[src/rtl/ram_bist_pkg.sv]
// ram_bist_pkg: shared types and March-element constants for the RAM BIST
// controller. Element tables are indexed by elem_e (bit 0 = M0 ... bit 3 = M3).
package ram_bist_pkg;

  typedef enum logic [1:0] {
    IDLE = 2'd0,
    RUN  = 2'd1,
    DONE = 2'd2
  } state_e;

  typedef enum logic [1:0] {
    M0 = 2'd0,
    M1 = 2'd1,
    M2 = 2'd2,
    M3 = 2'd3
  } elem_e;

  typedef enum logic [1:0] {
    OP_W    = 2'd0,
    OP_R    = 2'd1,
    OP_WAIT = 2'd2
  } op_e;

  // Direction: only M2 walks the address space downwards.
  localparam logic [3:0] ELEM_DESC   = 4'b0100;
  // Elements that start each address with a read (M1, M2, M3).
  localparam logic [3:0] ELEM_HAS_RD = 4'b1110;
  // Elements that end each address with a write (M0, M1, M2).
  localparam logic [3:0] ELEM_HAS_WR = 4'b0111;
  // Background expected on reads: M2 reads all-1, M1/M3 read all-0.
  localparam logic [3:0] ELEM_RD_VAL = 4'b0100;
  // Background written: M1 writes all-1, M0/M2 write all-0.
  localparam logic [3:0] ELEM_WR_VAL = 4'b0010;

  function automatic elem_e next_elem(elem_e e);
    case (e)
      M0:      return M1;
      M1:      return M2;
      default: return M3;
    endcase
  endfunction

  // First operation issued at each address of an element.
  function automatic op_e first_op(elem_e e);
    return ELEM_HAS_RD[e] ? OP_R : OP_W;
  endfunction

endpackage

[src/rtl/ram_bist_addr_gen.sv]
// ram_bist_addr_gen: AW-bit up/down address counter for the March sequencer.
// load picks the direction and jumps to 0 (ascending) or D-1 (descending);
// step moves one address; is_last flags the terminal address of the walk.
module ram_bist_addr_gen #(
  parameter int AW = 4
) (
  input  logic          clk,
  input  logic          rst_n,
  input  logic          load,
  input  logic          desc,
  input  logic          step,
  output logic [AW-1:0] addr,
  output logic          is_last
);

  logic dir_desc;

  // Address and direction register; load wins over step.
  always_ff @(posedge clk) begin
    if (!rst_n) begin
      addr     <= '0;
      dir_desc <= 1'b0;
    end else if (load) begin
      addr     <= desc ? '1 : '0;
      dir_desc <= desc;
    end else if (step) begin
      addr <= dir_desc ? addr - 1'b1 : addr + 1'b1;
    end
  end

  assign is_last = dir_desc ? (addr == '0) : (addr == '1);

endmodule

[src/rtl/ram_bist_ctrl.sv]
// ram_bist_ctrl: March BIST initiator for one SyncRAM port.
// Runs M0 (up w0), M1 (up r0,w1), M2 (down r1,w0), M3 (up r0) over the whole
// address space, one RAM op per cycle, and reports pass/fail.
// Optional macro RAM_BIST_ERRCNT_EN: mismatches no longer stop the run; a
// saturating err_cnt is kept instead. Without it the run stops at the first
// mismatch and err_cnt is tied to 0.
module ram_bist_ctrl
  import ram_bist_pkg::*;
#(
  parameter int AW     = 4,
  parameter int DW     = 4,
  parameter int RD_LAT = 1,
  parameter int ECW    = 8
) (
  input  logic           clk,
  input  logic           rst_n,
  input  logic           start,
  output logic           busy,
  output logic           done,
  output logic           pass,
  output logic [AW-1:0]  fail_addr,
  output logic [DW-1:0]  fail_data,
  output logic [ECW-1:0] err_cnt,
  output logic           ram_we,
  output logic           ram_re,
  output logic [AW-1:0]  ram_addr,
  output logic [DW-1:0]  ram_din,
  input  logic [DW-1:0]  ram_dout
);

  localparam int WCW = (RD_LAT > 1) ? $clog2(RD_LAT) : 1;

`ifdef RAM_BIST_ERRCNT_EN
  localparam bit STOP_ON_FAIL = 1'b0;
`else
  localparam bit STOP_ON_FAIL = 1'b1;
`endif

  state_e         state, nxt_state;
  elem_e          elem, nxt_elem;
  op_e            op, nxt_op;
  logic [WCW-1:0] wait_cnt, nxt_wait_cnt;

  logic           gen_load, gen_desc, gen_step, gen_last;
  logic [AW-1:0]  gen_addr;

  logic           start_run, addr_done, finish;
  logic           cmp_now, mismatch, fail_seen;
  logic [DW-1:0]  exp_rd;
  logic           nxt_we, nxt_re;
  logic [DW-1:0]  nxt_din;

  ram_bist_addr_gen #(.AW(AW)) u_addr_gen (
    .clk     (clk),
    .rst_n   (rst_n),
    .load    (gen_load),
    .desc    (gen_desc),
    .step    (gen_step),
    .addr    (gen_addr),
    .is_last (gen_last)
  );

  // The address counter holds the address of the op in flight, so it is the
  // registered RAM address and the capture source for fail_addr.
  assign ram_addr = gen_addr;

  assign start_run = (state != RUN) && start;
  assign exp_rd    = {DW{ELEM_RD_VAL[elem]}};
  assign cmp_now   = (state == RUN) && (op == OP_WAIT) &&
                     (wait_cnt == WCW'(RD_LAT - 1));
  assign mismatch  = cmp_now && (ram_dout != exp_rd);

  // FSM state register.
  always_ff @(posedge clk) begin
    if (!rst_n) state <= IDLE;
    else        state <= nxt_state;
  end

  // FSM next state: start is only honoured outside RUN.
  always_comb begin
    nxt_state = state;
    case (state)
      IDLE, DONE: if (start) nxt_state = RUN;
      RUN:        if (finish) nxt_state = DONE;
      default:    nxt_state = IDLE;
    endcase
  end

  // March sequencer: chooses the next element/op/address and when to finish.
  // NOTE: every output of a combinational block gets a default first, so no
  // path leaves a value unassigned and no latch is inferred.
  always_comb begin
    nxt_elem     = elem;
    nxt_op       = op;
    nxt_wait_cnt = wait_cnt;
    gen_load     = 1'b0;
    gen_desc     = 1'b0;
    gen_step     = 1'b0;
    addr_done    = 1'b0;
    finish       = 1'b0;
    if (state != RUN) begin
      if (start) begin
        nxt_elem     = M0;
        nxt_op       = first_op(M0);
        nxt_wait_cnt = '0;
        gen_load     = 1'b1;
        gen_desc     = ELEM_DESC[M0];
      end
    end else begin
      case (op)
        OP_R: begin
          nxt_op       = OP_WAIT;
          nxt_wait_cnt = '0;
        end
        OP_WAIT: begin
          if (!cmp_now)                      nxt_wait_cnt = wait_cnt + 1'b1;
          else if (STOP_ON_FAIL && mismatch) finish = 1'b1;
          else if (ELEM_HAS_WR[elem])        nxt_op = OP_W;
          else                               addr_done = 1'b1;
        end
        default: addr_done = 1'b1;
      endcase
      if (addr_done) begin
        if (!gen_last) begin
          gen_step = 1'b1;
          nxt_op   = first_op(elem);
        end else if (elem == M3) begin
          finish = 1'b1;
        end else begin
          nxt_elem = next_elem(elem);
          nxt_op   = first_op(next_elem(elem));
          gen_load = 1'b1;
          gen_desc = ELEM_DESC[next_elem(elem)];
        end
      end
    end
  end

  // FSM outputs: status decode and next-cycle RAM strobes.
  always_comb begin
    busy    = (state == RUN);
    done    = (state == DONE);
    nxt_we  = (nxt_state == RUN) && (nxt_op == OP_W);
    nxt_re  = (nxt_state == RUN) && (nxt_op == OP_R);
    nxt_din = nxt_we ? {DW{ELEM_WR_VAL[nxt_elem]}} : '0;
  end

  // Sequencer state and registered RAM strobes.
  // NOTE: sequential state uses non-blocking assignments so every flop samples
  // pre-edge values; combinational blocks above use blocking assignments.
  always_ff @(posedge clk) begin
    if (!rst_n) begin
      elem     <= M0;
      op       <= OP_W;
      wait_cnt <= '0;
      ram_we   <= 1'b0;
      ram_re   <= 1'b0;
      ram_din  <= '0;
    end else begin
      elem     <= nxt_elem;
      op       <= nxt_op;
      wait_cnt <= nxt_wait_cnt;
      ram_we   <= nxt_we;
      ram_re   <= nxt_re;
      ram_din  <= nxt_din;
    end
  end

  // Result capture: cleared on (re)start, first mismatch kept, pass on finish.
  always_ff @(posedge clk) begin
    if (!rst_n) begin
      pass      <= 1'b0;
      fail_seen <= 1'b0;
      fail_addr <= '0;
      fail_data <= '0;
    end else if (start_run) begin
      pass      <= 1'b0;
      fail_seen <= 1'b0;
      fail_addr <= '0;
      fail_data <= '0;
    end else begin
      if (mismatch && !fail_seen) begin
        fail_seen <= 1'b1;
        fail_addr <= gen_addr;
        fail_data <= ram_dout;
      end
      if (finish) pass <= !(fail_seen || mismatch);
    end
  end

`ifdef RAM_BIST_ERRCNT_EN
  // Saturating mismatch counter.
  always_ff @(posedge clk) begin
    if (!rst_n || start_run)           err_cnt <= '0;
    else if (mismatch && err_cnt != '1) err_cnt <= err_cnt + 1'b1;
  end
`else
  assign err_cnt = '0;
`endif

endmodule

[config.mk]
export PLATFORM = sky130hd
export DESIGN_NAME = ram_bist_ctrl
export DESIGN_NICKNAME = d
export VERILOG_FILES = /design/src/rtl/ram_bist_pkg.sv /design/src/rtl/ram_bist_addr_gen.sv /design/src/rtl/ram_bist_ctrl.sv
export SDC_FILE = /design/constraint.sdc
export NUM_CORES = 1
export LEC_CHECK = 0
export CORE_MARGIN = 5
export CORE_UTILIZATION = 52
export CTS_CLUSTER_DIAMETER = 150
export DETAILED_ROUTE_END_ITERATION = 10
export PLACE_DENSITY = 0.84
export SLEW_MARGIN = 20
export SYNTH_ARGS = -nofsm -noshare
export SYNTH_HDL_FRONTEND = slang
export SYNTH_SLANG_ARGS = --single-unit
[constraint.sdc]
create_clock -name clk -period 4 [get_ports clk]
set_input_delay 1 -clock clk [delete_from_list [all_inputs] [get_ports clk]]
set_output_delay 1 -clock clk [all_outputs]
set_load 0.01 [all_outputs]
# Word-level counts from Yosys, hierarchy flattened
# Cells that the tools add are included.
# word_totals
reg_bits,25
wordCells,123
out_inout_bits,29
in_bits,7
# classes
order_cmp,3
n_reduce_logical,20
n_mux,69
bitwise_logic,2
n_addsub,3
n_eq_ne,13
# op_table
op,count
2-bit 2-to-1 mux,19
1-bit 2-to-1 mux,35
4-bit 2-to-1 mux,4
1-bit binary-select mux with 2-bit select,6
2-bit case mux with 2 select lines,3
"2-bit by 1-bit == test with 1-bit output, second input constant",5
"2-bit by 3-bit less-than comparator with 1-bit output, second input constant",3
1-bit logical AND,7
"2-bit == test, second input constant",3
2-bit logical NOT,3
"4-bit by 1-bit adder with 4-bit output, second input constant",1
"4-bit == test, second input constant",1
4-bit logical NOT,1
4-bit inequality test,1
1-bit case mux with 2 select lines,2
2-bit OR reduction,2
"4-bit by 1-bit subtractor with 4-bit output, second input constant",1
"3-bit inequality test, second input constant",1
3-bit AND reduction,1
3-bit nonzero test,1
1-bit logical NOT,2
"2-bit by 1-bit inequality test with 1-bit output, second input constant",1
"2-bit inequality test, second input constant",1
1-bit NOT,2
other kinds (4),4

# Depth between registers and ports, before layout
# logic_depth
ltp_word,20
ltp_mapped,8
ltp_nobuf,7

# Modules after synthesis
# Synthesis repeated with hierarchy kept, for this count alone.
# unflattened
hier_cells,162
hier_area_um2,1433.9
# modules_own_cells
mod,n_inst,seq_area_each_um2,area_per_inst_um2,cells_per_inst
ram_bist_ctrl,1,400.4,1088.5,123
ram_bist_addr_gen,1,100.1,345.3,39

# Worst setup path before layout
# No wires, ideal clock.
# synth_timing
kind,input port to flip-flop
startpoint,input ram_dout[3]
endpoint,register u_addr_gen.addr[0]
n_path_buf,0
t_arrival_ns,2.288
required_ns,3.881
stages,5
setup_ns,0.119
setup_slack_ns,1.593
path_cell_list,nor4_2 > a41oi_2 > o31ai_2 > o21ai_2 > o221a_2
# synth_between
elab_chain_cells,10
word_cells_on_any_way,15
classes_between,eq/ne: 1; mux: 12; reduce/logical: 2
# synth_lines
element,line,rtl
start: declaration,ram_bist_ctrl.sv:28,input logic [DW-1:0] ram_dout
4-bit inequality test (*),ram_bist_ctrl.sv:71,assign mismatch = cmp_now && (ram_dout != exp_rd);
1-bit logical AND (*),ram_bist_ctrl.sv:71,
1-bit 2-to-1 mux (*),ram_bist_ctrl.sv:117,else if (STOP_ON_FAIL && mismatch) finish = 1'b1;
1-bit 2-to-1 mux (*),ram_bist_ctrl.sv:116,if (!cmp_now) nxt_wait_cnt = wait_cnt + 1'b1;
1-bit case mux with 2 select lines (*),ram_bist_ctrl.sv:110,case (op)
1-bit 2-to-1 mux (*),ram_bist_ctrl.sv:101,if (state != RUN) begin
1-bit 2-to-1 mux,ram_bist_ctrl.sv:123,if (addr_done) begin
1-bit 2-to-1 mux,ram_bist_ctrl.sv:101,
4-bit 2-to-1 mux,ram_bist_addr_gen.sv:24,addr <= desc ? '1 : '0;
4-bit 2-to-1 mux,ram_bist_addr_gen.sv:23,end else if (load) begin
end signal: assignment,ram_bist_addr_gen.sv:24,
end signal: assignment,ram_bist_addr_gen.sv:27,addr <= dir_desc ? addr - 1'b1 : addr + 1'b1;
end: declaration,ram_bist_addr_gen.sv:12,"output logic [AW-1:0] addr,"
# Mark *: on every way between the ends. The rest lies on a longest branch, timed or not. The select of a mux whose other input is x is not followed.
# A chain may end at the register's enable or synchronous reset.

# Worst setup path after layout
# layout_timing
startpoint,register state[1]
endpoint,output busy
# layout_between
elab_chain_cells,1
# layout_lines
element,line,rtl
start: declaration,ram_bist_ctrl.sv:39,"state_e state, nxt_state;"
start signal: assignment,ram_bist_ctrl.sv:76,else state <= nxt_state;
2-bit by 1-bit == test with 1-bit output,ram_bist_ctrl.sv:141,busy = (state == RUN);
end: declaration,ram_bist_ctrl.sv:18,"output logic busy,"
# No other way between the ends.

==> results.yml <==
worst_setup_path:
  crit_arrival_ns: 1.86
  crit_type: "reg2out"
  ff2ff_setup_slack_ns: 1.75
  cp-startpoint: "state[1]"
  worstPathCellList: "nand2b_1, clkinv_1, clkdlybuf4s50_1"
  crit_slowest_cell: "clkdlybuf4s50_1"
  endpoint_kind: "primary output"
  rr_worst_depth: 6
  critPathMaxFanout: 9
  required_ns: 3.00
  r2r_end: "u_addr_gen.addr[0]"
  r2r-start: "op[1]"
  max_stage_delay_ns: 0.56
  cp-start-kind: "register"
clock_network:
  path_clk_slew_ns: 0.13
  clk_latency_ns: 0.31
  post_cts_buffers: 0
  ctsResizeCount: 0
  cts_tree: "done"
  cts.sinks: 25
  cts-root-buf: "clkbuf_4"
  ctsHtreeMaxLevel: 1
  cts_max_path_buffers: 2
  cts-buffers-inserted: 3
  hold_buffers: 0
place:
  place.gp.congestion: 0.887
  hpwlAfterDp_um: 2410
  pre_cts_ws_ns: 0.895
  io_buffers: 27
sta:
  clock_skew_ns: 0.00105
  setup_slack_ns: 1.14
  fmax_ghz: 0.349
  post-route-period-util_pct: 71.6
  hold_viol: 0
  slew_viol_final: 0
  setup_viol: 0
  rsz0062_at_grt: "no"
  period_needed_ns: 2.86
  fin_setup_tns_ns: 0
floorplanning:
  fp.dieH_um: 63.2
  io_pins: 36
  std_cell_rows: 19
  initial_core_util_pct: 53.7
  core-area_mm2: 0.00273
  die_w_um: 63.2
  die_area_mm2: 0.00399
routing:
  drt-pass1-iter-count: 4
  drc_errors: 0
  dr_total_vias: 1210
  vias_per_cell: 5.53
  drt_iter0_markers: 77
  drtAntennaViolNets: 0
  wl_per_cell_um: 14.0
  finalWirelength_um: 3070
global_route:
  antenna_found_initial: 0
  grtUsageTotal_pct: 15.9
  grt_pass1_wl_um: 5310
  gr-total-overflow: 0
  grt_start_max_net_pins: 15
  grt_pass1_vias: 1188
finish:
  drive_above_1_share_pct: 9.57
  finalNetCount: 202
  area_growth_pct: 16.8
  num_antenna_cells: 0
synth:
  synth_cell_types: 54
  synth_adder_area_share_pct: 5.62
  synth_simple_gate_area_share_pct: 19.4
  synth_top_area_share_pct: 34.1
  async_flop_share_pct: 0
  synth_edf_count: 0
  syn_inst: 169
  synth.avg_cell_area_um2: 8.69
  synth_top_family_by_area: "compound AO/OA/AOI/OAI gates"
  synth_area_leaders: "dfxtp_1 34%, buf_4 5.6%, a21oi_1 5.5%"
  synthMuxAreaShare_pct: 3.66
  yosys-top-cells-count: "25 x dfxtp_1, 16 x a21oi_1, 14 x nand2_1, 11 x buf_4, 10 x o21ai_0"
  yosysTopAreaCell: "dfxtp_1"
  ys.flop_type: "dfxtp_1"
  ys_seq_area_share_pct: 34.1
  ys_seq_elements: 25
  syn_area_mm2: 0.00147
  synth.most_common_cell: "dfxtp_1"
  yosys.area_share.xor_xnor_pct: 1.79
  synth_compound_area_share_pct: 24.7
  yosys_warnings: 0
hold_path:
  hold_end: "wait_cnt"
  hold_depth: 2
  min_from: "wait_cnt"
  hold_path_class: "reg2reg"
pwr:
  leakage_nw: 0.611
  power_density_mw_per_mm2: 269
  ir_worst_vdd_mv: 0.271
run:
  cap_violations: 0
outcome:
  status: "finished, final reports clean"
## critical path: cells and delay by family (launching register included)
| family | cells | cell delay [ns] |
|---|---|---|
| buffers and inverters | 2 | 0.87 |
| AND/OR/NAND/NOR | 1 | 0.33 |
| flip-flops | 1 | 0.35 |
## per-stage QoR
stage	utilization (%)	instances	cell area, µm²	hold slack [ns]	power, mW
finish	62.7	219	1720	0.465	0.461
global route	62.7	219	1720	0.516	0.484
CTS	62.7	219	1720	0.470	0.467
detailed placement	61.7	215	1690	0.453	0.356
global placement	61.7	215	1690	0.444	0.353
floorplan	-	176	1500	0.423	0.329
## cell families after synthesis
family	count (synthesis)
compound gates	51
simple gates	50
buf+inv	29
flops	25
fa+ha+maj	6
mux	4
xor+xnor	3
other cells	1
## area by class of cell
type	count	area (µm²)
Fill cell	246	1020
Multi-Input combinational cell	122	841
Tap cell	31	38.8
Timing Repair Buffer	27	270
Clock inverter	1	5.00
Clock buffer	3	22.5
Inverter	10	37.5
Sequential cell	25	500
## power breakdown
| group | switching (mW) | internal, mW |
|---|---|---|
| clock network | 0.0723 | 0.0374 |
| logic | 0.0443 | 0.0371 |
| registers | 0.0132 | 0.257 |
## flip-flops by register name, summed over array words and instances (netlist names)
register / count
fail_addr: 4
fail_data: 4
u_addr_gen.addr: 4
elem: 2
op: 2
state: 2
fail_seen: 1
pass: 1
ram_din: 1
ram_re: 1
ram_we: 1
u_addr_gen.dir_desc: 1
wait_cnt: 1
## per-layer routing
layer  up-vias  global-route usage (%)  wire (µm)
met5         -                       0          0
met4         0                    4.24         32
met3         4                    3.91        112
met2        21                    28.6       1590
met1       563                    18.5       1340
li1        622                       -          -
## how the worst max path moves through the flow
| stage | end | cells after the start |
|---|---|---|
| 4_1_cts | busy | 3 |
| 2_1_floorplan | u_addr_gen.addr[0] | 5 |
| 5_1_grt | busy | 3 |
| 6_report | busy | 3 |
| 3_3_place_gp | u_addr_gen.addr[0] | 6 |
| 3_5_place_dp | u_addr_gen.addr[0] | 6 |
## cells in the final DEF, fill, tap and decap left out, drive strengths merged, types with 2 or more instances in the layout
cell,n
clkbuf,3
mux2i,3
dfxtp,25
ha,5
conb,8
clkdlybuf4s50,27
nor2,9
o21ai,15
o21a,3
nor3,4
nand2b,3
nand3b,3
nor2b,2
clkinv,2
o221a,4
nand2,14
nand3,3
a21oi,17
inv,9
xnor2,2
and2,2
No activity file was read; power rests on OpenSTA's default activity.
